--- src/rtl/mem_arbiter.sv ---
`default_nettype none
// ============================================================================
// Module   : mem_arbiter
// Purpose  : Shares one single-port 4K x 16 synchronous memory between the CPU
//            (port 0) and the program loader / debug port (port 1). Each port
//            uses a req/gnt handshake. An owner keeps the memory for at most
//            MAX_BURST consecutive beats while the other port is waiting. Read
//            data returns one cycle after the beat.
// Ports    : clk, reset (sync, active-high)
//            req0/1, we0/1, addr0/1, wdata0/1 : requester side inputs
//            gnt0/1, rvalid0/1, rdata0/1      : requester side outputs
//            mem_en, mem_we, mem_addr, mem_wdata : memory macro controls
//            mem_rdata : memory read data, valid one cycle after a read strobe
// Config   : `define ARB_RR_EN -> when both ports request from IDLE, the port
//            that did not own the last beat wins (round-robin). Undefined ->
//            port 0 always wins that tie. The burst limit applies in both
//            builds.
// Revision : 1.0 - initial release
// ============================================================================
module mem_arbiter #(
  parameter int DWIDTH     = 16,
  parameter int ADDR_WIDTH = 12,
  parameter int MAX_BURST  = 4
) (
  input  logic                  clk,
  input  logic                  reset,
  input  logic                  req0,
  input  logic                  we0,
  input  logic [ADDR_WIDTH-1:0] addr0,
  input  logic [DWIDTH-1:0]     wdata0,
  input  logic                  req1,
  input  logic                  we1,
  input  logic [ADDR_WIDTH-1:0] addr1,
  input  logic [DWIDTH-1:0]     wdata1,
  output logic                  gnt0,
  output logic                  gnt1,
  output logic                  rvalid0,
  output logic                  rvalid1,
  output logic [DWIDTH-1:0]     rdata0,
  output logic [DWIDTH-1:0]     rdata1,
  output logic                  mem_en,
  output logic                  mem_we,
  output logic [ADDR_WIDTH-1:0] mem_addr,
  output logic [DWIDTH-1:0]     mem_wdata,
  input  logic [DWIDTH-1:0]     mem_rdata
);

  localparam int CNT_W = (MAX_BURST > 1) ? $clog2(MAX_BURST) : 1;
  localparam logic [CNT_W-1:0] C_CNT_LAST = CNT_W'(MAX_BURST - 1);

  typedef enum logic [1:0] {
    IDLE = 2'd0,
    OWN0 = 2'd1,
    OWN1 = 2'd2
  } state_t;

  state_t           state_q, state_d;
  logic [CNT_W-1:0] burst_cnt_q, burst_cnt_d;
  logic             last_owner_q, last_owner_d;
  logic             rvalid0_q, rvalid0_d;
  logic             rvalid1_q, rvalid1_d;

  logic             w_beat0;
  logic             w_beat1;
  logic             w_tie_to1;

  // A beat is the owner holding its request. Reset blocks the beat so the
  // memory never sees a strobe while the arbiter is being cleared.
  assign w_beat0 = req0 & (state_q == OWN0) & ~reset;
  assign w_beat1 = req1 & (state_q == OWN1) & ~reset;

`ifdef ARB_RR_EN
  assign w_tie_to1 = ~last_owner_q;
`else
  // last_owner is still tracked so the round-robin build differs only in
  // this tie-break. Here it has no effect.
  assign w_tie_to1 = 1'b0 & last_owner_q;
`endif

  // --------------------------------------------------------------------------
  // Next-state logic: ownership and burst counting
  // --------------------------------------------------------------------------
  always_comb begin
    state_d     = state_q;
    burst_cnt_d = burst_cnt_q;
    case (state_q)
      IDLE: begin
        burst_cnt_d = '0;
        if (req0 && req1) begin
          state_d = w_tie_to1 ? OWN1 : OWN0;
        end else if (req0) begin
          state_d = OWN0;
        end else if (req1) begin
          state_d = OWN1;
        end
      end
      OWN0: begin
        if (!req0) begin
          burst_cnt_d = '0;
          state_d     = req1 ? OWN1 : IDLE;
        end else if (burst_cnt_q == C_CNT_LAST) begin
          // Burst limit reached. Hand over only if port 1 is waiting.
          // Otherwise restart the count without leaving OWN0.
          burst_cnt_d = '0;
          if (req1) begin
            state_d = OWN1;
          end
        end else begin
          burst_cnt_d = burst_cnt_q + CNT_W'(1);
        end
      end
      OWN1: begin
        if (!req1) begin
          burst_cnt_d = '0;
          state_d     = req0 ? OWN0 : IDLE;
        end else if (burst_cnt_q == C_CNT_LAST) begin
          burst_cnt_d = '0;
          if (req0) begin
            state_d = OWN0;
          end
        end else begin
          burst_cnt_d = burst_cnt_q + CNT_W'(1);
        end
      end
      default: begin
        state_d     = IDLE;
        burst_cnt_d = '0;
      end
    endcase
  end

  // --------------------------------------------------------------------------
  // Beat side-effects: last owner and read-response tracking
  // --------------------------------------------------------------------------
  always_comb begin
    last_owner_d = last_owner_q;
    if (w_beat0) begin
      last_owner_d = 1'b0;
    end else if (w_beat1) begin
      last_owner_d = 1'b1;
    end
    rvalid0_d = w_beat0 & ~we0;
    rvalid1_d = w_beat1 & ~we1;
  end

  always_ff @(posedge clk) begin
    if (reset) begin
      state_q      <= IDLE;
      burst_cnt_q  <= '0;
      last_owner_q <= 1'b1;
      rvalid0_q    <= 1'b0;
      rvalid1_q    <= 1'b0;
    end else begin
      state_q      <= state_d;
      burst_cnt_q  <= burst_cnt_d;
      last_owner_q <= last_owner_d;
      rvalid0_q    <= rvalid0_d;
      rvalid1_q    <= rvalid1_d;
    end
  end

  // --------------------------------------------------------------------------
  // Outputs
  // --------------------------------------------------------------------------
  assign gnt0 = (state_q == OWN0);
  assign gnt1 = (state_q == OWN1);

  // A reset arriving in the cycle after a read beat cancels that response.
  assign rvalid0 = rvalid0_q & ~reset;
  assign rvalid1 = rvalid1_q & ~reset;
  assign rdata0  = mem_rdata;
  assign rdata1  = mem_rdata;

  assign mem_en    = w_beat0 | w_beat1;
  assign mem_we    = (w_beat0 & we0) | (w_beat1 & we1);
  assign mem_addr  = w_beat0 ? addr0  : (w_beat1 ? addr1  : '0);
  assign mem_wdata = w_beat0 ? wdata0 : (w_beat1 ? wdata1 : '0);

endmodule
`default_nettype wire

--- config.mk ---
export PLATFORM = sky130hd
export DESIGN_NAME = mem_arbiter
export DESIGN_NICKNAME = d
export VERILOG_FILES = /design/src/rtl/mem_arbiter.sv
export SDC_FILE = /design/constraint.sdc
export NUM_CORES = 1
export LEC_CHECK = 0
export CAP_MARGIN = 20
export CORE_UTILIZATION = 25
export CTS_BUF_LIST = sky130_fd_sc_hd__clkbuf_16
export DETAILED_ROUTE_END_ITERATION = 10
export GPL_ROUTABILITY_DRIVEN = 0
export PLACE_DENSITY = 0.93
export SYNTH_ARGS = -nofsm -noshare
export SYNTH_HDL_FRONTEND = slang
export SYNTH_SLANG_ARGS = --single-unit
export TNS_END_PERCENT = 10
--- constraint.sdc ---
create_clock -name clk -period 3.73 [get_ports clk]
set_input_delay 0.746 -clock clk [delete_from_list [all_inputs] [get_ports clk]]
set_output_delay 0.746 -clock clk [all_outputs]
set_load 0.05 [all_outputs]
==> impl_metrics.env, run 1 <==
export IMPL_syn2layout_area_growth_pct=120
export IMPL_io_buffers=95
export IMPL_drt_first_iter_violations=31
export IMPL_rows=21
export IMPL_p_seq_frac=0.131
export IMPL_synth_area_leaders="a22o_1 28%, buf_4 26%, dfxtp_1 13%"
export IMPL_switching_share=0.351
export IMPL_combPwrFrac=0.579
export IMPL_fillCellCount=295
export IMPL_ant_nets=0
export IMPL_grt_pass1_wl_um=5220
export IMPL_ys_seq_elements=6
export IMPL_slew_viol_final=0
export IMPL_diodes=0
export IMPL_power_share_clock=0.290
export IMPL_root_buffer="clkbuf_16"
export IMPL_finalNetCount=261
export IMPL_hold_buffers=0
export IMPL_grt_max_degree=20
export IMPL_netlist_instances=112
export IMPL_holdWs_ns=0.527
export IMPL_layout_drive_gt1_share=0.229
export IMPL_die_area_um2=3990
export IMPL_p_leak_nw=0.811
export IMPL_design_portCount=144
export IMPL_intPower_mw=0.383
export IMPL_cts_max_path_buffers=2
export IMPL_tightest_slew_ns=0.490
export IMPL_grt_setup_unrepaired="false"
export IMPL_min_period_over_period=0.860
export IMPL_p_total_mw=0.591
export IMPL_dp_hpwl_um=2780
export IMPL_antenna_found_initial=0
export IMPL_max_stage_delay_ns=0.81
export IMPL_netlist_area_um2=935
export IMPL_die_y_um=63.1
export IMPL_worstPathRequired_ns=2.98
export IMPL_synth_seq_area_share=0.129
export IMPL_cp_num_buf_inv=2
export IMPL_crit_top_cell="clkdlybuf4s50_1"
export IMPL_max_cap_viol_count=0
export IMPL_ys_flop_type="dfxtp_1"
export IMPL_avgRoutedWirePerCell_um=14.7
export IMPL_synth_top_area_share=0.281
export IMPL_dr_pass1_iters=4
export IMPL_grt_pass1_vias=1080
export IMPL_tns_ns=0
export IMPL_synth_common_cells="32 x buf_4, 30 x a22o_1, 6 x dfxtp_1, 6 x ha_1"
export IMPL_core_um2=3470
export IMPL_synth_nets=196
export IMPL_setup_viol=0
export IMPL_vias=1066
export IMPL_path_clk_slew_ns=0.03
export IMPL_period_needed_ns=3.21
export IMPL_worst_setup_path_start_kind="primary input"
export IMPL_worstSkewPairLatency_ns=0.22
export IMPL_max_clock_freq_mhz=312
export IMPL_cts_setup_buffers=0
export IMPL_yosysTopAreaCell="a22o_1"
export IMPL_htreeDepth=1
export IMPL_track_usage=0.166
export IMPL_status="finished, final reports clean"
export IMPL_cts_tree="yes"
export IMPL_post_drt_via_cell_ratio=4.82
export IMPL_die_w_um=63.1
export IMPL_avgSynthCellArea_um2=8.35
export IMPL_route_detailed_drc=0
export IMPL_slowest_stage="clkdlybuf4s50_1"
export IMPL_critical_path_class="primary input to output port"
export IMPL_routed_wl_um=3240
export IMPL_switchingPower_mw=0.208
export IMPL_p_per_area_nw_per_um2=288
export IMPL_end_kind="output port"
export IMPL_synth_cell_type_count=25
export IMPL_yosysMostFrequentCell="buf_4"
export IMPL_overflow=0
export IMPL_ys_async_sr_fraction=0
export IMPL_synth_edff_count=0
export IMPL_finClkSkew_ns=0.000244
export IMPL_critPathMaxFanout=10
export IMPL_crit_arrival_ns=2.46
export IMPL_cts_resized=0
export IMPL_hold_viol=0
export IMPL_critPathTopFamily="buffers and inverters"
export IMPL_start_util=0.269
export IMPL_slew_headroom=0.672
export IMPL_ys_warn_count=0
export IMPL_hp_class="register to register"
export IMPL_clock_sinks=6
export IMPL_cts_made_buffers=3
export IMPL_ir_drop_uv=208
export IMPL_cp_cell_sequence="clkdlybuf4s50_1 -> a22oi_1 -> nor2_1 -> clkdlybuf4s50_1"
[path summary, 6_finish.rpt]
check	start	cells after the start	slack (ns)	endpoint
min	burst_cnt_q[0]	3	0.53	burst_cnt_q[0]
max reg2reg	state_q[0]	5	2.18	state_q[0]
min reg2reg	burst_cnt_q[0]	3	0.53	burst_cnt_q[0]
max	req0	4	0.52	mem_en
[layout make-up]
class,count,area (um2),area share
multi-input combinational,64,519,0.253
inverter,3,11.3,0.00548
sequential,6,120,0.0585
timing repair buffer,99,1270,0.619
clock buffer,3,75.1,0.0365
tap,46,57.6,0.0280
[power by group through the flow]
stage / Sequential, mW / Clock [mW] / Combinational [mW]
final: 0.0771 / 0.171 / 0.342
after global routing: 0.0780 / 0.183 / 0.361
after CTS: 0.0773 / 0.175 / 0.344
after detailed placement: 0.0779 / 0 / 0.343
after global placement: 0.0774 / 0 / 0.337
after floorplan: 0.0758 / 0 / 0.260
[registers in the layout, summed over array words and instances (netlist names)]
signal       flops
state_q          2
rvalid0_q        1
burst_cnt_q      2
rvalid1_q        1
[cell usage in the layout (no fill, tap or decap), types with 2 or more instances in the layout]
cell and n:
o21ai_0 2, nor2b_1 2, inv_1 3, clkdlybuf4s50_1 66, ha_1 6, a21oi_1 4, clkbuf_16 3, nand2_1 3
buf_12 29, nor3_1 2, dfxtp_1 6, nor2_1 3, a22o_1 30, buf_4 4
[kinds of logic after synthesis]
group,share of synthesized area
AOI/OAI and AO/OA,0.365
and+or+nand+nor,0.107
DFF,0.129
adders and majority gates,0.0803
buffers and inverters,0.319
[stage by stage]
step | std cells | setup WS, ns | instance area [um2] | utilization
after CTS | 221 | 0.538 | 2050 | 0.592
after floorplan | 112 | 0.862 | 935 | -
after global routing | 221 | 0.443 | 2050 | 0.592
after global placement | 218 | 0.581 | 1980 | 0.571
after detailed placement | 218 | 0.545 | 1980 | 0.571
final | 221 | 0.521 | 2050 | 0.592
[routing by layer]
metal / up-vias / global-route usage / part of all wire
met2: 59 / 0.298 / 0.53
met1: 486 / 0.172 / 0.35
met5: - / 0 / 0
met3: 8 / 0.0634 / 0.090
li1: 513 / - / -
met4: 0 / 0.0640 / 0.024
[worst reg2reg max path, stage by stage (launching register included)]
cell and delay [ns]:
dfxtp_1 0.41, inv_1 0.11, ha_1 0.27, a22oi_1 0.24
a21oi_1 0.10, o41ai_1 0.31
No activity file was read; power rests on OpenSTA's default activity.
==> run 2, diff against run 1 <==
==> constraint.sdc (replaced) <==
create_clock -name clk -period 3.9 [get_ports clk]
set_input_delay 0.78 -clock clk [delete_from_list [all_inputs] [get_ports clk]]
set_output_delay 0.78 -clock clk [all_outputs]
set_load 0.05 [all_outputs]
==> impl_metrics.env, run 2 (synthesis gave the netlist of run 1 again) <==
export IMPL_finalCoreUtilization=0.587
export IMPL_tns_ns=0
export IMPL_design_portCount=144
export IMPL_setup_viol=0
export IMPL_fillCellCount=289
export IMPL_slew_headroom=0.662
export IMPL_io_buffers=95
export IMPL_syn2layout_area_growth_pct=118
export IMPL_route_detailed_drc=0
export IMPL_die_y_um=63.1
export IMPL_hold_depth=3
export IMPL_grt_setup_unrepaired="false"
export IMPL_p_total_mw=0.562
export IMPL_min_from="burst_cnt_q[0]"
export IMPL_mostFrequentLayoutCell="clkdlybuf4s50_1"
export IMPL_die_w_um=63.1
export IMPL_max_cap_viol_count=0
export IMPL_cts_tree="yes"
export IMPL_cts_made_buffers=3
export IMPL_status="finished, final reports clean"
export IMPL_holdWs_ns=0.538
export IMPL_start_util=0.269
export IMPL_critical_path_class="primary input to output port"
export IMPL_hold_buffers=0
export IMPL_grt_pass1_vias=1003
export IMPL_r2r_slack_ns=2.36
export IMPL_cts_max_path_buffers=2
export IMPL_vias=1068
export IMPL_p_leak_nw=0.802
export IMPL_ff_latch_area_um2=120
export IMPL_hp_class="register to register"
export IMPL_crit_arrival_ns=2.51
export IMPL_avgRoutedWirePerCell_um=14.5
export IMPL_overflow=0
export IMPL_dp_hpwl_um=2690
export IMPL_max_clock_freq_mhz=304
export IMPL_hold_viol=0
export IMPL_critPathMaxFanout=10
export IMPL_drt_first_iter_violations=28
export IMPL_worst_setup_path_start_kind="primary input"
export IMPL_cts_resized=0
export IMPL_dr_pass1_iters=4
export IMPL_r2r_end="state_q[0]"
export IMPL_core_um2=3470
export IMPL_slew_viol_final=0
export IMPL_period_needed_ns=3.29
export IMPL_clock_sinks=6
export IMPL_min_period_over_period=0.845
export IMPL_tightest_slew_ns=0.505
export IMPL_end_kind="output port"
export IMPL_finalNetCount=260
export IMPL_ir_drop_uv=213
export IMPL_routed_wl_um=3190
export IMPL_multiInputGateArea_um2=519
export IMPL_path_clk_slew_ns=0.03
export IMPL_grt_pass1_wl_um=4850
export IMPL_post_drt_via_cell_ratio=4.85
export IMPL_rows=21
export IMPL_track_usage=0.154
export IMPL_final_cell_mix="66 x clkdlybuf4s50_1, 30 x a22o_1, 28 x buf_12"
export IMPL_reg_top3="burst_cnt_q (2), state_q (2)"
export IMPL_rr_worst_depth=5
export IMPL_worstSkewPairLatency_ns=0.23
export IMPL_grt_max_degree=29
export IMPL_p_per_area_nw_per_um2=276
export IMPL_ant_nets=0
export IMPL_finClkSkew_ns=0.00284
export IMPL_worstPathRequired_ns=3.12
export IMPL_htreeDepth=1
export IMPL_antenna_found_initial=0
export IMPL_die_area_um2=3990
export IMPL_layout_drive_gt1_share=0.224
export IMPL_cts_setup_buffers=0
export IMPL_root_buffer="clkbuf_16"
export IMPL_whs_endpoint="burst_cnt_q[0]"
export IMPL_r2r_start="state_q[0]"
export IMPL_diodes=0
## run 2: cell count changes in the layout (fill, tap and decap cells not counted), sizes merged
| cell | change |
|---|---|
| buf | -1 |
## run 2: power by group
group | internal, mW | leakage [nW] | switching [mW] | total (mW)
Sequential | 0.0673 | 0.0488 | 0.00602 | 0.0733
Combinational | 0.166 | 0.717 | 0.159 | 0.325
Clock | 0.131 | 0.0370 | 0.0328 | 0.164
## run 2: area by class of cell
class                           count  area share
Clock buffer                        3      0.0369
Tap cell                           46      0.0283
Sequential cell                     6      0.0590
Timing Repair Buffer               98       0.615
Inverter                            3     0.00554
Multi-Input combinational cell     64       0.255
## run 2: metrics by stage
step / instance area (um2) / std cells / setup WS (ns)
final: 2030 / 220 / 0.606
after global routing: 2030 / 220 / 0.553
after CTS: 2030 / 220 / 0.628
after detailed placement: 1960 / 217 / 0.632
after global placement: 1960 / 217 / 0.678
after floorplan: 935 / 112 / 0.998
## run 2: worst max-delay path: stages
cell             delay [ns]
clkdlybuf4s50_1        0.64
a22oi_1                0.17
nor2_1                 0.11
clkdlybuf4s50_1        0.81
## run 2: how the worst max path moves through the flow
stage          cells after the start       start  slack, ns      endpoint
6_report                           4        req0       0.61        mem_en
5_1_grt                            6        req0       0.55   mem_addr[4]
4_1_cts                            4        req0       0.63        mem_en
3_5_place_dp                       4        req0       0.63        mem_en
3_3_place_gp                       4        req0       0.68        mem_en
2_1_floorplan                      6  state_q[0]        1.0  mem_addr[10]
## run 2: per-layer routing
metal,track usage,wire (um),vias up,share of wire
met2,0.281,1670,69,0.52
met1,0.163,1190,486,0.37
met3,0.0725,319,4,0.10
met5,0,0,-,0
li1,-,-,509,-
met4,0.0174,13,0,0.0041
